--- src/rtl/ring_buffer_param.sv ---
// Parametrised single-clock circular FIFO with registered read data, status flags,
// occupancy count, overflow/underflow pulses and optional overwrite-on-full.
module ring_buffer_param #(
  parameter int WIDTH     = 8,
  parameter int DEPTH     = 16,
  parameter int OVERWRITE = 0,
  parameter int AF_LEVEL  = DEPTH - 2,
  parameter int AE_LEVEL  = 2
) (
  input  logic                       clock_i,
  input  logic                       reset_i,
  input  logic                       enable_i,
  input  logic                       push_i,
  input  logic                       pop_i,
  input  logic [WIDTH-1:0]           datain_i,
  output logic [WIDTH-1:0]           dataout_o,
  output logic                       valid_o,
  output logic                       full_o,
  output logic                       empty_o,
  output logic                       almost_full_o,
  output logic                       almost_empty_o,
  output logic [$clog2(DEPTH+1)-1:0] count_o,
  output logic                       overflow_o,
  output logic                       underflow_o
);
  localparam int AW = $clog2(DEPTH);
  localparam int CW = $clog2(DEPTH+1);
  localparam logic [CW-1:0] DEPTH_C = CW'(DEPTH);

  logic [WIDTH-1:0] mem [DEPTH];

  logic [AW-1:0]    wr_q, wr_d, rd_q, rd_d;
  logic [CW-1:0]    cnt_q, cnt_d;
  logic [WIDTH-1:0] dout_q, dout_d;
  logic             vld_q, vld_d, ovf_q, ovf_d, udf_q, udf_d;
  logic             full_q, empty_q, af_q, ae_q;

  logic is_full, is_empty, pop_ok, push_ok, ovw, wr_en;

  always_comb begin
    is_full  = (cnt_q == DEPTH_C);
    is_empty = (cnt_q == '0);
    pop_ok   = enable_i & pop_i & ~is_empty;
    // a pop in the same cycle frees a slot, so a full buffer still accepts the push
    push_ok  = enable_i & push_i & (~is_full | pop_ok);
    ovw      = (OVERWRITE != 0) & enable_i & push_i & is_full & ~pop_ok;
    wr_en    = (push_ok | ovw) & ~reset_i;
  end

  always_comb begin
    wr_d   = wr_q;
    rd_d   = rd_q;
    cnt_d  = cnt_q;
    dout_d = dout_q;
    vld_d  = pop_ok;
    ovf_d  = enable_i & push_i & is_full & ~pop_ok;
    udf_d  = enable_i & pop_i & is_empty;
    if (pop_ok) begin
      dout_d = mem[rd_q];
      rd_d   = rd_q + AW'(1);
    end
    if (push_ok | ovw) wr_d = wr_q + AW'(1);
    // overwrite drops the oldest entry by stepping the read side past it
    if (ovw) rd_d = rd_q + AW'(1);
    case ({push_ok, pop_ok})
      2'b10:   cnt_d = cnt_q + CW'(1);
      2'b01:   cnt_d = cnt_q - CW'(1);
      default: cnt_d = cnt_q;
    endcase
  end

  always_ff @(posedge clock_i) begin
    if (wr_en) mem[wr_q] <= datain_i;
  end

  always_ff @(posedge clock_i) begin
    if (reset_i) begin
      wr_q    <= '0;
      rd_q    <= '0;
      cnt_q   <= '0;
      dout_q  <= '0;
      vld_q   <= 1'b0;
      ovf_q   <= 1'b0;
      udf_q   <= 1'b0;
      full_q  <= 1'b0;
      empty_q <= 1'b1;
      af_q    <= 1'b0;
      ae_q    <= 1'b1;
    end else begin
      wr_q    <= wr_d;
      rd_q    <= rd_d;
      cnt_q   <= cnt_d;
      dout_q  <= dout_d;
      vld_q   <= vld_d;
      ovf_q   <= ovf_d;
      udf_q   <= udf_d;
      full_q  <= (cnt_d == DEPTH_C);
      empty_q <= (cnt_d == '0);
      af_q    <= (32'(cnt_d) >= AF_LEVEL);
      ae_q    <= (32'(cnt_d) <= AE_LEVEL);
    end
  end

  assign dataout_o      = dout_q;
  assign valid_o        = vld_q;
  assign full_o         = full_q;
  assign empty_o        = empty_q;
  assign almost_full_o  = af_q;
  assign almost_empty_o = ae_q;
  assign count_o        = cnt_q;
  assign overflow_o     = ovf_q;
  assign underflow_o    = udf_q;

endmodule
--- config.mk ---
export PLATFORM = sky130hd
export DESIGN_NAME = ring_buffer_param
export DESIGN_NICKNAME = d
export VERILOG_FILES = /design/src/rtl/ring_buffer_param.sv
export SDC_FILE = /design/constraint.sdc
export NUM_CORES = 1
export LEC_CHECK = 0
export BUFFER_PORTS_ARGS = -buffer_cell sky130_fd_sc_hd__buf_2
export CAP_MARGIN = 20
export CORE_AREA = 3 3 123 125
export DETAILED_ROUTE_END_ITERATION = 12
export DIE_AREA = 0 0 126 128
export MAX_ROUTING_LAYER = met4
export SETUP_SLACK_MARGIN = 0.15
export SYNTH_ARGS = -nofsm -noshare
export SYNTH_HDL_FRONTEND = slang
export SYNTH_SLANG_ARGS = --single-unit
--- constraint.sdc ---
create_clock -name clock_i -period 3 [get_ports clock_i]
set_input_delay 0.75 -clock clock_i [delete_from_list [all_inputs] [get_ports clock_i]]
set_output_delay 0.75 -clock clock_i [all_outputs]
set_load 0.02 [all_outputs]
After elaboration in Yosys (flattened, before gate mapping)
Memories as Yosys holds them, arrays and structs flattened. A register that Yosys moved wholly into a read port is not among the register bits.
Cells that the tools add are included.

operators by class
  eq/ne operators = 4
  $add $sub $neg = 4
  bitwise operators = 13
  reductions and logical operators = 2
  multiplexer cells = 3
  $lt $le $gt $ge = 2

operator list
  operator             number
  $eq 5x5->1 const B   2
  $logic_not 5->1      2
  $pmux 5 s2           1
  $add 4x1->4 const B  2
  $and 1x1->1          8
  $add 5x1->5 const B  1
  $ge 5x4->1 const B   1
  $le 5x2->1 const B   1
  $sub 5x1->5 const B  1
  $not 1->1            4
  $eq 2x1->1 const B   1
  $eq 2x2->1 const B   1
  $mux 1               2
  $or 1x1->1           1

word-level totals
  memories kept = 1
  logic and storage cells = 39
  flip-flop bits (word level) = 20
  bits of input ports = 13
  memory bits (writable) = 128

memories
  memory  depth  bits a word  rd ports  clocked after Yosys merged registers in  wr ports  RTL line  RTL
  mem     16     8            1         1                                        1         30        logic [WIDTH-1:0] mem [DEPTH];

Logic depth before layout (Yosys ltp)
  depth after elaboration = 8
  gate-level depth with buffers = 11

Worst setup path after synthesis
OpenSTA, ideal clock, no wires.

  kind = register to register
  from = reg cnt_q[3], in the netlist count_o[3]
  to = reg ae_q, in the netlist almost_empty_o
  setup time = 124 ps
  cell stages (with the launch flop) = 12
  arrival = 2478 ps
  data required time = 2876 ps
  buffers on the path = 1
  clock period less this slack = 2601 ps
  slack = 399 ps
  cells stage by stage = dfxtp_1 -> buf_6 -> or4_4 -> o21ai_0 -> o21ai_0 -> ha_1 -> nor2_1 -> o211ai_1 -> and2_1 -> a31o_2 -> nor3_2 -> o21bai_1

on the way
  word-level cells in the longest chain between the ends = 8

RTL lines
  element                                          RTL line  RTL
  from (decl)                                      33        logic [CW-1:0] cnt_q, cnt_d;
  from (signal assigned)                           92        cnt_q <= cnt_d;
  $logic_not 5->1                                  42        is_empty = (cnt_q == '0);
  $not 1->1                                        43        pop_ok = enable_i & pop_i & ~is_empty;
  $and 1x1->1                                      43
  $or 1x1->1                                       45        push_ok = enable_i & push_i & (~is_full | pop_ok);
  $and 1x1->1                                      45
  $eq 2x1->1 / $eq 2x2->1 (equally long branches)  65        case ({push_ok, pop_ok})
  $pmux 5 s2 *                                     65
  $le 5x2->1 *                                     100       ae_q <= (32'(cnt_d) <= AE_LEVEL);
  to (signal assigned)                             100
  to (decl)                                        36        logic full_q, empty_q, af_q, ae_q;

Mark *: on every way between the ends. The rest lies on a longest branch, timed or not.
A chain may end at the register's enable or synchronous reset.

Worst setup path after layout
  from = reg cnt_q[0], in the netlist count_o[0]
  to = reg af_q, in the netlist almost_full_o

on the way
  word-level cells in the longest chain between the ends = 8

RTL lines
  element                                          RTL line  RTL
  $logic_not 5->1                                  42
  $not 1->1                                        43
  $and 1x1->1                                      43
  $or 1x1->1                                       45
  $and 1x1->1                                      45
  $eq 2x1->1 / $eq 2x2->1 (equally long branches)  65
  $pmux 5 s2 *                                     65
  $ge 5x4->1 *                                     99        af_q <= (32'(cnt_d) >= AF_LEVEL);
  to (signal assigned)                             99
  to (decl)                                        36

Marks and branches as above.

==> impl_metrics.yaml <==
place:
  port_buffers: 32
  place_congestion: 0.828
  hpwl_mm: 8.32
global_route:
  antenna_found_initial: 0
  grt_overflow: 0
  grt_pass1_wl_mm: 20.7
  grt_pass1_vias: 3469
  grt_max_degree: 36
  grtUsageTotal_pct: 18.1
die:
  initial_core_util_pct: 45.1
  core_area_sq_mm: 0.0140
  ioPinCount: 33
  die_x_um: 126
  die_h_um: 128
  num_rows: 43
  die-area_sq_mm: 0.0161
setup_path:
  required_ns: 3.31
  critPathMaxStageDelay_ns: 0.50
  startpoint_type: "flop"
  cp_common_cell: "o21ai_0"
  crit_path_start: "count_o[0]$_SDFF_PP0_"
  critPathSlowestCell: "or4_4"
  crit_type: "flop to flop"
  crit_path_cell_trace: "or4_4 -> o21ai_0 -> o21ai_0 -> ha_1 -> nor2b_1 -> a22oi_1 -> and2_1 -> nor2_1 -> xnor2_1 -> o41ai_2"
  cp.arrival_ns: 2.92
  timing.rr.start: "count_o[0]$_SDFF_PP0_"
  critPathCaptureType: "flop"
  path_max_fanout: 9
sta:
  grt_setup_unrepaired: "false"
  hold_violations: 0
  setup_viol: 0
  slew_headroom_pct: 48.6
  skew_ns: 0.00885
  worst_slew_pin_slew_ns: 0.768
  drv_slew: 0
  max_clock_freq_mhz: 383
  tns_ns: 0
  fin_crit_ns: 2.61
  timing.final.crit_share_pct: 86.9
clocking:
  cts_buffer_depth: 2
  clockRootBuffer: "clkbuf_16"
  cts_tree: "done"
  clkSlewWorstSetupHoldPaths_ns: 0.06
  cts_num_sinks: 156
  cts_buffers: 17
  clk_latency_ns: 0.42
  ctsHtreeMaxLevel: 4
routing:
  first_pass_iters: 4
  drc_errors: 0
  drtIter0Drc: 328
  vias: 3394
  wl_mm: 13.0
  ant_nets: 0
  wl_per_cell_um: 21.2
  routed_via_density: 5.53
power_and_ir_drop:
  p_total_w: 0.00469
  power_leakage_nw: 2.42
  power_density_mw_per_mm2: 640
  ir_drop_mv: 0.381
yosys:
  ys_types: 45
  synthArstFlopShare_pct: 0
  syn-num-nets: 387
  yosys_warnings: 0
  yosysTopAreaCellShare_pct: 60.9
  synthFlopType: "edfxtp_1"
  syn_avg_cell_area_sq_um: 17.2
  syn_area_sq_mm: 0.00631
  synth_largest_area_cell: "edfxtp_1"
  synth_cells: 368
  synth_edf_count: 128
  netlist_top_cells_area: "edfxtp_1, mux4_2, dfxtp_1"
  ys_ff_latch: 156
  ys_seq_area_share_pct: 69.8
finish:
  areaGrowthSynthToFinish_pct: 16.0
  fin_nets: 441
  post_route_cells_drive_above_1_share_pct: 30.9
  fillers: 1137
  layout_common_cells: "edfxtp_1, mux4_2, buf_2, nor2_1, nand2_1"
  layout_commonest_cell: "edfxtp_1"
  num_antenna_cells: 0
status:
  status: "finished, final reports clean"
worst_hold_path:
  hp-class: "flop to flop"
  hold_start: "dataout_o[3]$_SDFFE_PP0N_"
flow_run:
  maxCapViolations: 0
## synthesized netlist by cell type (5+ instances only)
master      n
inv_1       6
edfxtp_1  128
mux4_2     40
nor3_1      7
a21oi_1    12
xnor2_1     5
nand2_1    29
clkbuf_1   10
xor2_1      5
dfxtp_1    28
ha_1        6
nor2_1     31
## metal layers
layer / global-route usage [%] / share of wire [%] / vias to the layer above
li1: - / - / 1542
met1: 25.2 / 46 / 1750
met2: 26.8 / 47 / 85
met3: 4.33 / 5.6 / 17
met4: 5.68 / 1.3 / 0
met5: - / 0 / -
## critical path: cells and delay by family, from the launching register on
family | cells | cell delay [ns]
fa+ha+maj | 1 | 0.23
flops | 1 | 0.40
simple gates | 4 | 0.92
xor+xnor | 1 | 0.16
compound gates | 4 | 0.78
## report_power, final
part	switching, W	internal [W]
logic	0.000206	0.000152
clock network	0.000805	0.00113
registers	0.0000299	0.00237
total	0.00104	0.00365
## path summary, 6_finish.rpt
path              depth (start not counted)  slack, ns                   endpoint
hold reg to reg                           2       0.45  dataout_o[3]$_SDFFE_PP0N_
hold / removal                            2       0.45  dataout_o[3]$_SDFFE_PP0N_
setup reg to reg                         10       0.39   almost_full_o$_SDFF_PP0_
setup / recovery                         10       0.39   almost_full_o$_SDFF_PP0_
## metrics by stage
stage / std cells / setup WS (ns) / hold WS (ns) / instance area [sq um] / util (%)
5_1_grt: 614 / 0.174 / 0.463 / 7320 / 52.3
6_report: 614 / 0.392 / 0.455 / 7320 / 52.3
2_1_floorplan: 368 / 0.399 / 0.533 / 6310 / -
4_1_cts: 614 / 0.405 / 0.455 / 7310 / 52.3
3_3_place_gp: 583 / 0.187 / 0.441 / 6780 / 48.5
3_5_place_dp: 583 / 0.113 / 0.447 / 6780 / 48.5
## sequential cells by signal, indices dropped and copies added (netlist names)
register and flops:
underflow_o 1, dataout_o 8, valid_o 1, overflow_o 1, empty_o 1, mem 128, almost_empty_o 1, count_o 5
full_o 1, rd_q 4, almost_full_o 1, wr_q 4
## kinds of logic (layout without fill, tap and decap cells)
group,after synthesis,count (layout),share of synthesized area [%]
flip-flops,156,156,69.8
AO/OA/AOI/OAI,31,31,3.51
AND/OR/NAND/NOR,95,95,7.31
multiplexers,42,42,14.6
adder cells (fa/ha/maj),6,6,1.19
buffers and inverters,28,94,2.26
XOR/XNOR,10,10,1.39
## layout make-up
type | instances | area (sq um) | area share [%]
Timing Repair Buffer | 57 | 360 | 4.92
Clock buffer | 19 | 433 | 5.91
Sequential cell | 156 | 4410 | 60.2
Inverter | 6 | 22.5 | 0.308
Multi-Input combinational cell | 184 | 1780 | 24.3
Tap cell | 180 | 225 | 3.08
Clock inverter | 12 | 97.6 | 1.33
## what timing repair did
| action | CTS | global route |
|---|---|---|
| setup endpoints to repair | 0 | 2 |
| resized for setup | 0 | 2 |
| hold buffers | 0 | 0 |
| buffers inserted | 0 | 0 |
Note: power is estimated with default switching activity, not from simulation.
